### config.mk
export PLATFORM = sky130hd
export DESIGN_NAME = inst_queue_scheduler_flat
export DESIGN_NICKNAME = d
export VERILOG_FILES = /design/src/rtl/inst_queue_scheduler_if.sv /design/src/rtl/inst_queue_scheduler.sv /design/src/flat_wrapper.sv
export SDC_FILE = /design/constraint.sdc
export NUM_CORES = 1
export LEC_CHECK = 0
export BUFFER_PORTS_ARGS = -buffer_cell sky130_fd_sc_hd__buf_2
export CELL_PAD_IN_SITES_DETAIL_PLACEMENT = 2
export CELL_PAD_IN_SITES_GLOBAL_PLACEMENT = 2
export CORE_MARGIN = 3
export CORE_UTILIZATION = 30
export DETAILED_ROUTE_END_ITERATION = 8
export PLACE_DENSITY_LB_ADDON = 0.1
export SETUP_SLACK_MARGIN = 0.4
export SYNTH_ARGS = -nofsm -noshare
export SYNTH_HDL_FRONTEND = slang
export SYNTH_SLANG_ARGS = --single-unit
### constraint.sdc
create_clock -name clk -period 7.45 [get_ports clk]
set_input_delay 0.3725 -clock clk [delete_from_list [all_inputs] [get_ports clk]]
set_output_delay 0.3725 -clock clk [all_outputs]
set_load 0.005 [all_outputs]
### src/rtl/inst_queue_scheduler_if.sv
// ---------------------------------------------------------------------------
// inst_queue_scheduler_if
// Groups the RPi-side queue interface, the task_manager handshake and the
// status outputs of inst_queue_scheduler into one bundle.
//   master : the RPi / task_manager side (drives push, flush, inst_valid, idle)
//   slave  : the scheduler itself
// Signals:
//   push_valid/push_inst/push_ready : enqueue handshake
//   flush                           : discard queued (not in-flight) entries
//   RPi_inst/execute_task           : instruction and issue pulse to task_manager
//   inst_valid/idle                 : task_manager feedback
//   busy/queue_count/*_count        : status for the RPi
// ---------------------------------------------------------------------------
interface inst_queue_scheduler_if #(
  parameter int INST_W = 80,
  parameter int DEPTH  = 8
);
  localparam int CNT_W = $clog2(DEPTH) + 1;

  logic              push_valid;
  logic [INST_W-1:0] push_inst;
  logic              push_ready;
  logic              flush;
  logic [INST_W-1:0] RPi_inst;
  logic              execute_task;
  logic              inst_valid;
  logic              idle;
  logic              busy;
  logic [CNT_W-1:0]  queue_count;
  logic [15:0]       done_count;
  logic [15:0]       reject_count;
  logic [15:0]       noop_count;

  modport master (
    output push_valid, push_inst, flush, inst_valid, idle,
    input  push_ready, RPi_inst, execute_task, busy, queue_count,
           done_count, reject_count, noop_count
  );

  modport slave (
    input  push_valid, push_inst, flush, inst_valid, idle,
    output push_ready, RPi_inst, execute_task, busy, queue_count,
           done_count, reject_count, noop_count
  );
endinterface

### src/rtl/inst_queue_scheduler.sv
// ---------------------------------------------------------------------------
// inst_queue_scheduler
// Buffers RPi instructions in a FIFO and hands them one at a time to
// task_manager. An instruction is issued (one-cycle execute_task) only when
// task_manager reports idle and inst_valid; the task is then tracked until
// idle falls and rises again. Invalid instructions are dropped; instructions
// that never make idle fall within START_TIMEOUT cycles are retired as no-ops.
// Ports:
//   clk   : system clock, all logic on posedge
//   reset : synchronous, active-high
//   bus   : inst_queue_scheduler_if.slave (queue, task_manager, status)
// ---------------------------------------------------------------------------
module inst_queue_scheduler #(
  parameter int INST_W        = 80,
  parameter int DEPTH         = 8,
  parameter int START_TIMEOUT = 8
) (
  input logic                   clk,
  input logic                   reset,
  inst_queue_scheduler_if.slave bus
);
  localparam int PTR_W = $clog2(DEPTH);
  localparam int CNT_W = PTR_W + 1;
  localparam int TMR_W = $clog2(START_TIMEOUT);

  localparam logic [CNT_W-1:0] FULL_CNT = CNT_W'(DEPTH);
  localparam logic [TMR_W-1:0] TMR_LAST = TMR_W'(START_TIMEOUT - 1);

  typedef enum logic [2:0] {
    S_IDLE,
    S_CHECK,
    S_ISSUE,
    S_WAIT_START,
    S_WAIT_DONE
  } state_e;

  logic [INST_W-1:0] mem_q [DEPTH];
  logic [PTR_W-1:0]  wr_ptr_q, wr_ptr_d;
  logic [PTR_W-1:0]  rd_ptr_q, rd_ptr_d;
  logic [CNT_W-1:0]  count_q, count_d;

  state_e            state_q, state_d;
  logic [INST_W-1:0] rpi_inst_q, rpi_inst_d;
  logic              exec_q, exec_d;
  logic              busy_q;
  logic [TMR_W-1:0]  timer_q, timer_d;
  logic [15:0]       done_q, done_d;
  logic [15:0]       reject_q, reject_d;
  logic [15:0]       noop_q, noop_d;

  logic              push_ready;
  logic              push;
  logic              pop;

  function automatic logic [15:0] sat_inc(input logic [15:0] v);
    return (v == 16'hFFFF) ? v : v + 16'd1;
  endfunction

  // Ready comes from the registered count only, so a pop in the same cycle
  // never makes room for that cycle's push.
  assign push_ready = ~reset & (count_q < FULL_CNT) & ~bus.flush;
  assign push       = bus.push_valid & push_ready;

  // NOTE: the storage array has no reset; an entry is only read after it has
  // been written, and the pointers/count (which are reset) decide validity.
  always_ff @(posedge clk) begin
    if (push) begin
      mem_q[wr_ptr_q] <= bus.push_inst;
    end
  end

  // FIFO bookkeeping. Flush wins over push and pop (pop is already blocked by
  // flush in the FSM, push by push_ready).
  always_comb begin
    // NOTE: every signal written here gets a default first, so no path leaves
    // it unassigned and no latch is inferred.
    wr_ptr_d = wr_ptr_q;
    rd_ptr_d = rd_ptr_q;
    count_d  = count_q;
    if (bus.flush) begin
      wr_ptr_d = '0;
      rd_ptr_d = '0;
      count_d  = '0;
    end else begin
      if (push) wr_ptr_d = wr_ptr_q + PTR_W'(1);
      if (pop)  rd_ptr_d = rd_ptr_q + PTR_W'(1);
      if (push && !pop) count_d = count_q + CNT_W'(1);
      if (pop && !push) count_d = count_q - CNT_W'(1);
    end
  end

  // Next-state and registered-output logic.
  always_comb begin
    state_d    = state_q;
    rpi_inst_d = rpi_inst_q;
    exec_d     = 1'b0;
    timer_d    = timer_q;
    done_d     = done_q;
    reject_d   = reject_q;
    noop_d     = noop_q;
    pop        = 1'b0;

    unique case (state_q)
      S_IDLE: begin
        if ((count_q != '0) && bus.idle && !bus.flush) begin
          pop        = 1'b1;
          rpi_inst_d = mem_q[rd_ptr_q];
          state_d    = S_CHECK;
        end
      end
      // RPi_inst has been stable for a cycle, so task_manager's combinational
      // inst_valid is now meaningful.
      S_CHECK: begin
        if (!bus.inst_valid) begin
          reject_d = sat_inc(reject_q);
          state_d  = S_IDLE;
        end else if (bus.idle) begin
          exec_d  = 1'b1;
          state_d = S_ISSUE;
        end
      end
      S_ISSUE: begin
        timer_d = '0;
        state_d = S_WAIT_START;
      end
      // A task that never drops idle is a no-op; retire it after the window.
      S_WAIT_START: begin
        if (!bus.idle) begin
          state_d = S_WAIT_DONE;
        end else if (timer_q == TMR_LAST) begin
          noop_d  = sat_inc(noop_q);
          state_d = S_IDLE;
        end else begin
          timer_d = timer_q + TMR_W'(1);
        end
      end
      // task_manager bounds the job length, so no timeout here.
      S_WAIT_DONE: begin
        if (bus.idle) begin
          done_d  = sat_inc(done_q);
          state_d = S_IDLE;
        end
      end
      default: state_d = S_IDLE;
    endcase
  end

  // NOTE: sequential state uses non-blocking assignments so every register
  // samples the values from before this edge.
  always_ff @(posedge clk) begin
    if (reset) begin
      wr_ptr_q   <= '0;
      rd_ptr_q   <= '0;
      count_q    <= '0;
      state_q    <= S_IDLE;
      rpi_inst_q <= '0;
      exec_q     <= 1'b0;
      busy_q     <= 1'b0;
      timer_q    <= '0;
      done_q     <= '0;
      reject_q   <= '0;
      noop_q     <= '0;
    end else begin
      wr_ptr_q   <= wr_ptr_d;
      rd_ptr_q   <= rd_ptr_d;
      count_q    <= count_d;
      state_q    <= state_d;
      rpi_inst_q <= rpi_inst_d;
      exec_q     <= exec_d;
      busy_q     <= (state_d != S_IDLE);
      timer_q    <= timer_d;
      done_q     <= done_d;
      reject_q   <= reject_d;
      noop_q     <= noop_d;
    end
  end

  assign bus.push_ready   = push_ready;
  assign bus.RPi_inst     = rpi_inst_q;
  assign bus.execute_task = exec_q;
  assign bus.busy         = busy_q;
  assign bus.queue_count  = count_q;
  assign bus.done_count   = done_q;
  assign bus.reject_count = reject_q;
  assign bus.noop_count   = noop_q;

endmodule

### src/flat_wrapper.sv
// flat-port wrapper written by rule: the top's interface ports become plain ports
module inst_queue_scheduler_flat 
#(
  parameter int INST_W        = 80,
  parameter int DEPTH         = 8,
  parameter int START_TIMEOUT = 8
)
  (clk, reset, bus_push_valid, bus_push_inst, bus_flush, bus_inst_valid, bus_idle, bus_push_ready, bus_RPi_inst, bus_execute_task, bus_busy, bus_queue_count, bus_done_count, bus_reject_count, bus_noop_count);
  inst_queue_scheduler_if #(.INST_W(INST_W), .DEPTH(DEPTH)) bus_i ();
  input logic clk;
  input logic reset;
  input wire logic [$bits(bus_i.push_valid)-1:0] bus_push_valid;
  input wire logic [$bits(bus_i.push_inst)-1:0] bus_push_inst;
  input wire logic [$bits(bus_i.flush)-1:0] bus_flush;
  input wire logic [$bits(bus_i.inst_valid)-1:0] bus_inst_valid;
  input wire logic [$bits(bus_i.idle)-1:0] bus_idle;
  output wire logic [$bits(bus_i.push_ready)-1:0] bus_push_ready;
  output wire logic [$bits(bus_i.RPi_inst)-1:0] bus_RPi_inst;
  output wire logic [$bits(bus_i.execute_task)-1:0] bus_execute_task;
  output wire logic [$bits(bus_i.busy)-1:0] bus_busy;
  output wire logic [$bits(bus_i.queue_count)-1:0] bus_queue_count;
  output wire logic [$bits(bus_i.done_count)-1:0] bus_done_count;
  output wire logic [$bits(bus_i.reject_count)-1:0] bus_reject_count;
  output wire logic [$bits(bus_i.noop_count)-1:0] bus_noop_count;
  assign bus_i.push_valid = bus_push_valid;
  assign bus_i.push_inst = bus_push_inst;
  assign bus_i.flush = bus_flush;
  assign bus_i.inst_valid = bus_inst_valid;
  assign bus_i.idle = bus_idle;
  assign bus_push_ready = bus_i.push_ready;
  assign bus_RPi_inst = bus_i.RPi_inst;
  assign bus_execute_task = bus_i.execute_task;
  assign bus_busy = bus_i.busy;
  assign bus_queue_count = bus_i.queue_count;
  assign bus_done_count = bus_i.done_count;
  assign bus_reject_count = bus_i.reject_count;
  assign bus_noop_count = bus_i.noop_count;
  inst_queue_scheduler #(.INST_W(INST_W), .DEPTH(DEPTH), .START_TIMEOUT(START_TIMEOUT)) u_core (.clk(clk), .reset(reset), .bus(bus_i));
endmodule
Word-level counts from Yosys, hierarchy flattened
Memories as Yosys holds them, arrays and structs flattened. A register that Yosys moved wholly into a read port is not among the register bits.
Cells that the tools add are included.

operators by class
  add/subtract/negate cells = 8
  magnitude comparators = 1
  equal/unequal tests = 10
  multiplexer cells = 17
  bitwise gates (word level) = 10
  reduce and logical (&&, ||, !) cells = 19

operators with widths
  kind                   number
  $add 16x1->16 const B  3
  $eq 16x16->1 const B   3
  $mux 3                 8
  $pmux 3 s5             1
  $add 3x1->3 const B    3
  $reduce_and 3->1       3
  $mux 4                 2
  $not 1->1              7
  $eq 3x2->1 const B     2
  $eq 3x3->1 const B     2
  $pmux 3 s2             1
  $mux 1                 5
  $add 4x1->4 const B    1
  $logic_and 1x1->1      4
  $lt 4x4->1 const B     1
  $ne 2x2->1 const B     2
  $reduce_and 4->1       1
  $reduce_bool 2->1      2
  $reduce_bool 4->1      1
  $sub 4x1->4 const B    1
  $and 1x1->1            3
  $eq 3x1->1 const B     1
  $logic_not 1->1        3
  $logic_not 3->1        1
  other kinds (4)        4

storage, ports and cells
  register bits = 66
  memory bits (writable) = 640
  input bits = 86
  logic and storage cells = 76
  memories kept = 1

memories
  name          words  bits a word  rd ports  clocked after Yosys merged registers in  wr ports  RTL line                    source
  u_core.mem_q  8      80           1         1                                        1         inst_queue_scheduler.sv:37  logic [INST_W-1:0] mem_q [DEPTH];

Depth between registers and ports, before layout
Gate-level depths: netlist (run 1).

  depth in word-level cells = 9
  mapped depth = 12
  mapped depth without buffers = 9

Worst setup path before layout (run 1)
Ideal clock, no wire load.

  path type = input to register
  start = input bus_push_valid
  end = memory u_core.mem_q[0][0] (enable)
  setup time = 0.617 ns
  arrival = 6.550 ns
  required time = 6.833 ns
  setup slack = 0.283 ns
  cell stages on the path = 4
  cells stage by stage = nor2b_1 -> nand2_1 -> or2_2 -> nor3_1

on the way
  word-level cells in the longest chain between the ends = 3

ends and longest elaborated chain
  item                          RTL line                    source
  from (decl)                   flat_wrapper.sv:12          input wire logic [$bits(bus_i.push_valid)-1:0] bus_push_valid;
  $and 1x1->1                   inst_queue_scheduler.sv:62  assign push = bus.push_valid & push_ready;
  $mux 1                        inst_queue_scheduler.sv:67  if (push) begin
  $mux 1 (implied by the code)  inst_queue_scheduler.sv:68  mem_q[wr_ptr_q] <= bus.push_inst;
  to (decl)                     inst_queue_scheduler.sv:37

Every way passes these cells.

Worst setup path after layout (run 1)
  start = register u_core.count_q[3], in the netlist u_core.bus.queue_count[3]
  end = memory u_core.mem_q[5][18] (enable)

on the way
  word-level cells in the longest chain between the ends = 6

ends and longest elaborated chain
  item                          RTL line                     source
  from (decl)                   inst_queue_scheduler.sv:40   logic [CNT_W-1:0] count_q, count_d;
  from (signal assigned)        inst_queue_scheduler.sv:166  count_q <= count_d;
  $lt 4x4->1                    inst_queue_scheduler.sv:61   assign push_ready = ~reset & (count_q < FULL_CNT) & ~bus.flush;
  $and 1x1->1 (2 in a row)      inst_queue_scheduler.sv:61
  $and 1x1->1                   inst_queue_scheduler.sv:62
  $mux 1                        inst_queue_scheduler.sv:67
  $mux 1 (implied by the code)  inst_queue_scheduler.sv:68

Every way passes these cells.

==> results of run 1 <==
registers in the layout, indices dropped and copies added, names as in the netlist, 3 cells and up:
register / flops
u_core.wr_ptr_q: 3
u_core.bus.done_count: 16
u_core.bus.queue_count: 4
u_core.bus.RPi_inst: 80
u_core.state_q: 3
u_core.bus.reject_count: 16
u_core.timer_q: 3
u_core.mem_q: 640
u_core.bus.noop_count: 16
u_core.rd_ptr_q: 3
metal layers:
metal  share of wire [%]  vias to the layer above  routed length (um)
li1                    -                     7024                   -
met1                  43                     8330               32600
met2                  52                      247               39800
met3                 3.4                      115                2630
met4                 2.1                        8                1590
met5               0.064                        -                  49
path summary, 6_finish.rpt:
path                            slack (ps)                              startpoint  cells after the start                                     to
worst max register to register        4120  u_core.bus.queue_count[3]$_SDFFE_PP0P_                      4          u_core.mem_q[5][18]$_DFFE_PP_
worst min-delay path                    40                       bus_push_inst[32]                      1          u_core.mem_q[6][32]$_DFFE_PP_
worst min register to register         520   u_core.bus.done_count[5]$_SDFFE_PP0P_                      2  u_core.bus.done_count[5]$_SDFFE_PP0P_
worst max-delay path                  4120  u_core.bus.queue_count[3]$_SDFFE_PP0P_                      4          u_core.mem_q[5][18]$_DFFE_PP_
through the flow:
stage               instance area (sq um)  utilization (%)  instances  total power (W)  setup WS (ps)
CTS                                 36400             36.7       3271          0.00939           3970
detailed placement                  32800             33.1       3027          0.00504           3870
global route                        36400             36.7       3273          0.00959           3840
global placement                    32800             33.1       3027          0.00503           3850
finish                              36400             36.7       3277          0.00922           4120
floorplan                           30200                -       1577          0.00494            530
cell usage in the layout, fill, tap and decap left out, types with 9 or more instances in the layout:
cell type,count
nor3_1,12
clkinv_1,16
clkbuf_1,30
a211oi_2,78
xor2_1,17
mux2i_1,87
buf_4,28
and3_1,10
nand2_1,21
a21oi_1,11
edfxtp_1,640
dfxtp_1,143
nand3_1,19
ha_1,10
dlygate4sd3_1,79
mux4_2,160
xnor2_1,28
clkinv_2,14
clkbuf_16,91
buf_2,219
a211oi_1,9
nor2_1,142
worst register-to-register path, delay by kind of cell, from the launching register on:
kind	cells	cell delay, ps
AND/OR/NAND/NOR	3	1670
buffers and inverters	1	890
flip-flops	1	350
power breakdown:
group	total, W	internal [W]	switching (W)
clock network	0.00424	0.00247	0.00177
logic	0.000204	0.0000790	0.000125
registers	0.00478	0.00477	0.00000944
layout make-up:
type,instances,area [sq um],share of cell area (%)
diodes,6,15.0,0.0412
clock buffers,122,2400,6.60
clock inverters,43,398,1.09
inverters,5,18.8,0.0515
multi-input cells,700,7690,21.1
flip-flops and latches,786,22200,60.8
well taps,1287,1610,4.42
repair buffers,328,2130,5.84
logic make-up after synthesis:
logic type / count (synthesis)
buffers and inverters: 91
AO/OA/AOI/OAI: 121
AND/OR/NAND/NOR: 276
XOR/XNOR: 45
adder cells (fa/ha/maj): 10
multiplexers: 248
flip-flops: 786
cell usage after synthesis, drive strengths merged (2+ instances only):
cell type	count	area share, %
and2	5	0.10
ha	10	0.41
nor4	10	0.25
a31oi	2	0.041
nand4	8	0.17
nand4b	4	0.12
o211ai	3	0.074
xor2	17	0.49
a211oi	87	3.5
nor3b	3	0.091
a2111oi	2	0.083
edfxtp	640	64
or4	2	0.050
buf	50	1.1
or3	3	0.062
nor4b	3	0.087
dfxtp	146	9.7
nor2b	4	0.083
nor3	14	0.23
or2	4	0.083
nand3	19	0.31
inv	5	0.062
a21oi	11	0.18
mux4	160	12
a22oi	2	0.050
nand2	21	0.26
xnor2	28	0.81
nand3b	2	0.050
and4	7	0.20
o21ai	6	0.099
mux2i	87	2.9
nand2b	3	0.062
a21boi	2	0.050
clkbuf	36	0.45
o21a	2	0.050
nor2	148	1.8
and3	10	0.21
and3b	2	0.058
==> key figures, run 1 <==
Pwr
  • Cell area power density: 253 mW/mm^2
  • VDD IR max: 193 uV
  • Leakage: 11.5 nW

STA
  • Slew @ Worst Pin: 1020 ps
  • Final Setup Violations: 0
  • Slew Limit Fails: 0
  • Smallest hold slack: 41.5 ps
  • Setup TNS: 0 ps
  • Final hold violation count: 0
  • Fin crit share: 44.7%
  • RSZ-0062 raised after global routing: no
  • Minimum clock period: 3330 ps
  • Slew headroom: 31.8%
  • Fin Clk Skew: 25.4 ps
  • Max frequency: 300 MHz

Global routing
  • Initial antenna violation count: 10
  • Tot GR Track Use: 14.8%
  • GR peak layer: met2
  • Total congestion overflow: 0
  • Number of global-route vias before repair: 17900
  • Met1 usage: 18.3%
  • Largest net degree at the start of global routing: 71
  • Met3 Use GR: 2.85%
  • First-pass GRT wire length: 116 mm
  • Met2 Use GR: 26.5%

Worst setup path
  • Critical Path End Type: flip-flop
  • Crit-path slowest cell: buf_4
  • Delay-heaviest family, CP: simple AND/OR/NAND/NOR gates
  • CP Cell Sequence: nor2b_1, nand3_1, nor2_4, buf_4
  • Crit path buf inv count: 1
  • CP Max Fanout: 56
  • CP peak stage delay: 890 ps
  • Crit path kind: reg2reg
  • WP data arrival: 3590 ps
  • Critical Path Start Type: flip-flop
  • Critical path required time: 7710 ps

Route
  • Post-route DRC: 0
  • DR iter-0 viols: 872
  • Via density: 4.80
  • Antenna-violating nets left: 0
  • WL/cell: 23.4 um
  • Drt total wl: 76.7 mm
  • Pre-Repair DR Iteration Count: 4
  • Vias: 15700

Layout
  • Fillers: 9610
  • Final net count: 2006
  • Share of layout cells above drive strength 1: 31.7%
  • Area grow syn2layout: 20.4%

Logic synthesis
  • Syn Std Cell Area: 0.0302 sq mm
  • Number of synthesized register bits: 786
  • Asr flop ratio synth: 0%
  • Synth Area in Simple Gates: 4.45%
  • Largest family of logic cells by synthesized area: multiplexers
  • Cell variety after synth: 56
  • Number of flops mapped to enable cells by yosys: 640
  • Synth Flop Type: edfxtp_1
  • Post-synthesis compound-gate area fraction: 4.19%
  • Syn_nets: 1673
  • Mux contribution to synthesized area: 14.8%
  • Synth warnings: 0
  • Post-Syn Instances: 1577
  • XOR/XNOR Fraction of Synth Area: 1.30%
  • Avg Inst Size Synth: 19.2 sq um
  • Adder-Cell Fraction of Synth Area: 0.414%
  • Sequential area share after synthesis: 73.2%

Clocking
  • Root buffer cell: clkbuf_16
  • CTS sink count: 786
  • Total CTS buffers: 89
  • Clock transition at path regs: 60 ps
  • Setup Buffers After CTS: 0
  • Later-pin clock latency in the skew report: 650 ps
  • CTS tree: built
  • Post-cts sizing count: 0
  • Cts hold-fix bufs: 79
  • CTS Buffer Depth: 3
  • H-tree Lvls: 3

Min path
  • Min-Delay Path Class: in2reg

Floorplan
  • I/O Pins: 221
  • Die Y: 323 um
  • DIE WIDTH: 323 um
  • Die area: 0.105 sq mm
  • Starting Density: 30.5%
  • Core area: 0.0991 sq mm
  • Row count: 115

Run
  • Max_cap viols: 0

Placed design
  • Routability cong.: 0.693
  • I/O Buffers: 220
  • Hpwl dp: 44.0 mm

Run status
  • Run status: finished, final reports clean
Note: power is estimated with default switching activity, not from simulation.
==> run 2: changes to the inputs <==
clock period = 3 ns   (was 7.45 ns; I/O delays follow)
==> key figures, run 2 (synthesized netlist as in run 1, its figures left out) <==
Run status
  • Run status: finished, final reports clean

Worst setup path
  • Delay-heaviest family, CP: simple AND/OR/NAND/NOR gates
  • Critical Path End Type: flip-flop
  • Crit path buf inv count: 0
  • CP Max Fanout: 8
  • CP Cell Sequence: nor4_1, nor4_4, ha_4, xor2_1, ha_1, a21oi_1, xor2_1, or3_1, a21oi_1
  • CP Depth: 9
  • Crit path kind: reg2reg
  • Critical path required time: 3580 ps
  • Critical Path Start Type: flip-flop
  • CP peak stage delay: 550 ps
  • Crit-path slowest cell: nor4_1
  • Flop2flop setup slack: 650 ps
  • Crit. Startpoint: u_core.bus.queue_count[1]$_SDFFE_PP0P_
  • Crit path capture: u_core.bus.queue_count[2]$_SDFFE_PP0P_
  • FF-to-FF End: u_core.bus.queue_count[2]$_SDFFE_PP0P_
  • FF-to-FF path depth: 9
  • Worst R2R Start: u_core.bus.queue_count[1]$_SDFFE_PP0P_
  • WP data arrival: 2920 ps

Global routing
  • Met1 usage: 19.3%
  • Number of global-route vias before repair: 18200
  • Met2 Use GR: 27.5%
  • Met3 Use GR: 3.42%
  • First-pass GRT wire length: 121 mm
  • GR peak layer: met2
  • Total congestion overflow: 0
  • Tot GR Track Use: 15.6%
  • Initial antenna violation count: 11
  • Largest net degree at the start of global routing: 136

Pwr
  • Leakage: 11.8 nW
  • Clock power share: 47.1%
  • Cell area power density: 630 mW/mm^2
  • VDD IR max: 438 uV
  • Reg power frac: 50.7%
  • Final Total Pwr: 0.0234 W
  • Sw Share: 20.6%
  • Internal power: 0.0186 W
  • Switching pwr: 0.00482 W
  • Comb pwr share: 2.3%

Layout
  • Leading cell type in the layout, fill and taps excluded: edfxtp_1
  • Most frequent cells in the layout: edfxtp_1 (640), buf_2 (219), mux4_2 (160)
  • Area grow syn2layout: 22.9%
  • Largest Register: u_core.mem_q
  • Largest register FFs: 640
  • Share of layout cells above drive strength 1: 33.1%
  • Final net count: 2036
  • Fillers: 9615

STA
  • Minimum clock period: 2350 ps
  • Fin Clk Skew: 13.7 ps
  • Final hold violation count: 0
  • Post-route setup slack: 650 ps
  • RSZ-0062 raised after global routing: no
  • Slew Limit Fails: 0
  • Fin crit share: 78.3%
  • Final Setup Violations: 0
  • Slew headroom: 31.1%
  • Max frequency: 426 MHz
  • Slew @ Worst Pin: 1030 ps

Route
  • Via density: 4.80
  • WL/cell: 24.2 um
  • Antenna-violating nets left: 0
  • Pre-Repair DR Iteration Count: 4
  • Post-route DRC: 0
  • Drt total wl: 80.4 mm
  • DR iter-0 viols: 843
  • Vias: 15900

Min path
  • Min-Delay Path Depth: 3
  • Min-Delay Path Class: in2reg

Clocking
  • Total CTS buffers: 91
  • H-tree Lvls: 3
  • Later-pin clock latency in the skew report: 650 ps
  • CTS Buffer Depth: 3
  • Clock transition at path regs: 60 ps
  • Root buffer cell: clkbuf_16
  • CTS sink count: 786
  • CTS tree: built

Floorplan
  • Die area: 0.105 sq mm
  • Starting Density: 30.5%
  • Core area: 0.0991 sq mm
  • I/O Pins: 221
  • DIE WIDTH: 323 um
  • Die Y: 323 um
  • Row count: 115

Placed design
  • I/O Buffers: 220
  • Routability cong.: 0.713
  • Dpl ws: 395 ps
  • Hpwl dp: 45.7 mm

Run
  • Max_cap viols: 0
run 2: stage by stage:
stage,TNS (ps),hold slack (ps),util [%],area (sq um),cells
2_1_floorplan,-105210,234,-,30300,1577
3_3_place_gp,0,417,33.6,33300,3050
3_5_place_dp,0,428,33.6,33300,3050
4_1_cts,0,46.0,37.4,37100,3306
5_1_grt,0,101,37.5,37100,3308
6_report,0,76.1,37.5,37200,3315
run 2: worst min path at each step:
stage                            startpoint                         endpoint
after floorplan                    bus_idle     u_core.state_q[2]$_SDFF_PP0_
after global placement    bus_push_inst[67]    u_core.mem_q[4][67]$_DFFE_PP_
after detailed placement  bus_push_inst[67]    u_core.mem_q[4][67]$_DFFE_PP_
after CTS                         bus_flush  u_core.rd_ptr_q[0]$_SDFFE_PP0P_
after global routing              bus_flush  u_core.rd_ptr_q[0]$_SDFFE_PP0P_
final                             bus_flush  u_core.rd_ptr_q[0]$_SDFFE_PP0P_
run 2: timing repair:
action	CTS	global route
hold buffers	83	0
gates cloned	0	0
gates resized for setup	0	2
buffers inserted	1	0
endpoints found under the hold margin	646	0
pin swaps	1	2
endpoints found under the setup margin	1	1
run 2: per-layer routing:
| metal | vias to the layer above | wire length (um) |
|---|---|---|
| met2 | 255 | 41300 |
| li1 | 7080 | - |
| met1 | 8462 | 34200 |
| met3 | 113 | 3290 |
| met5 | - | 55 |
| met4 | 8 | 1560 |
run 2: power groups by stage:
stage          combinational (W)  sequential [W]  clock, W
2_1_floorplan           0.000176          0.0121         0
3_3_place_gp            0.000425          0.0121         0
3_5_place_dp            0.000446          0.0121         0
4_1_cts                 0.000549          0.0119    0.0114
5_1_grt                 0.000588          0.0119    0.0119
6_report                0.000529          0.0119    0.0110
run 2: worst min-delay path: cells and delay by family:
| family | cells | cell delay (ps) |
|---|---|---|
| simple gates | 2 | 370 |
| buf+inv | 1 | 160 |
run 2: layout make-up:
cell class / count / area (sq um) / share of cell area (%)
sequential: 786 / 22200 / 59.6
clock buffer: 133 / 2600 / 6.99
multi-input combinational: 700 / 7720 / 20.8
clock inverter: 39 / 373 / 1.00
antenna: 9 / 22.5 / 0.0606
tap: 1287 / 1610 / 4.33
inverter: 5 / 18.8 / 0.0505
timing repair buffer: 356 / 2660 / 7.16
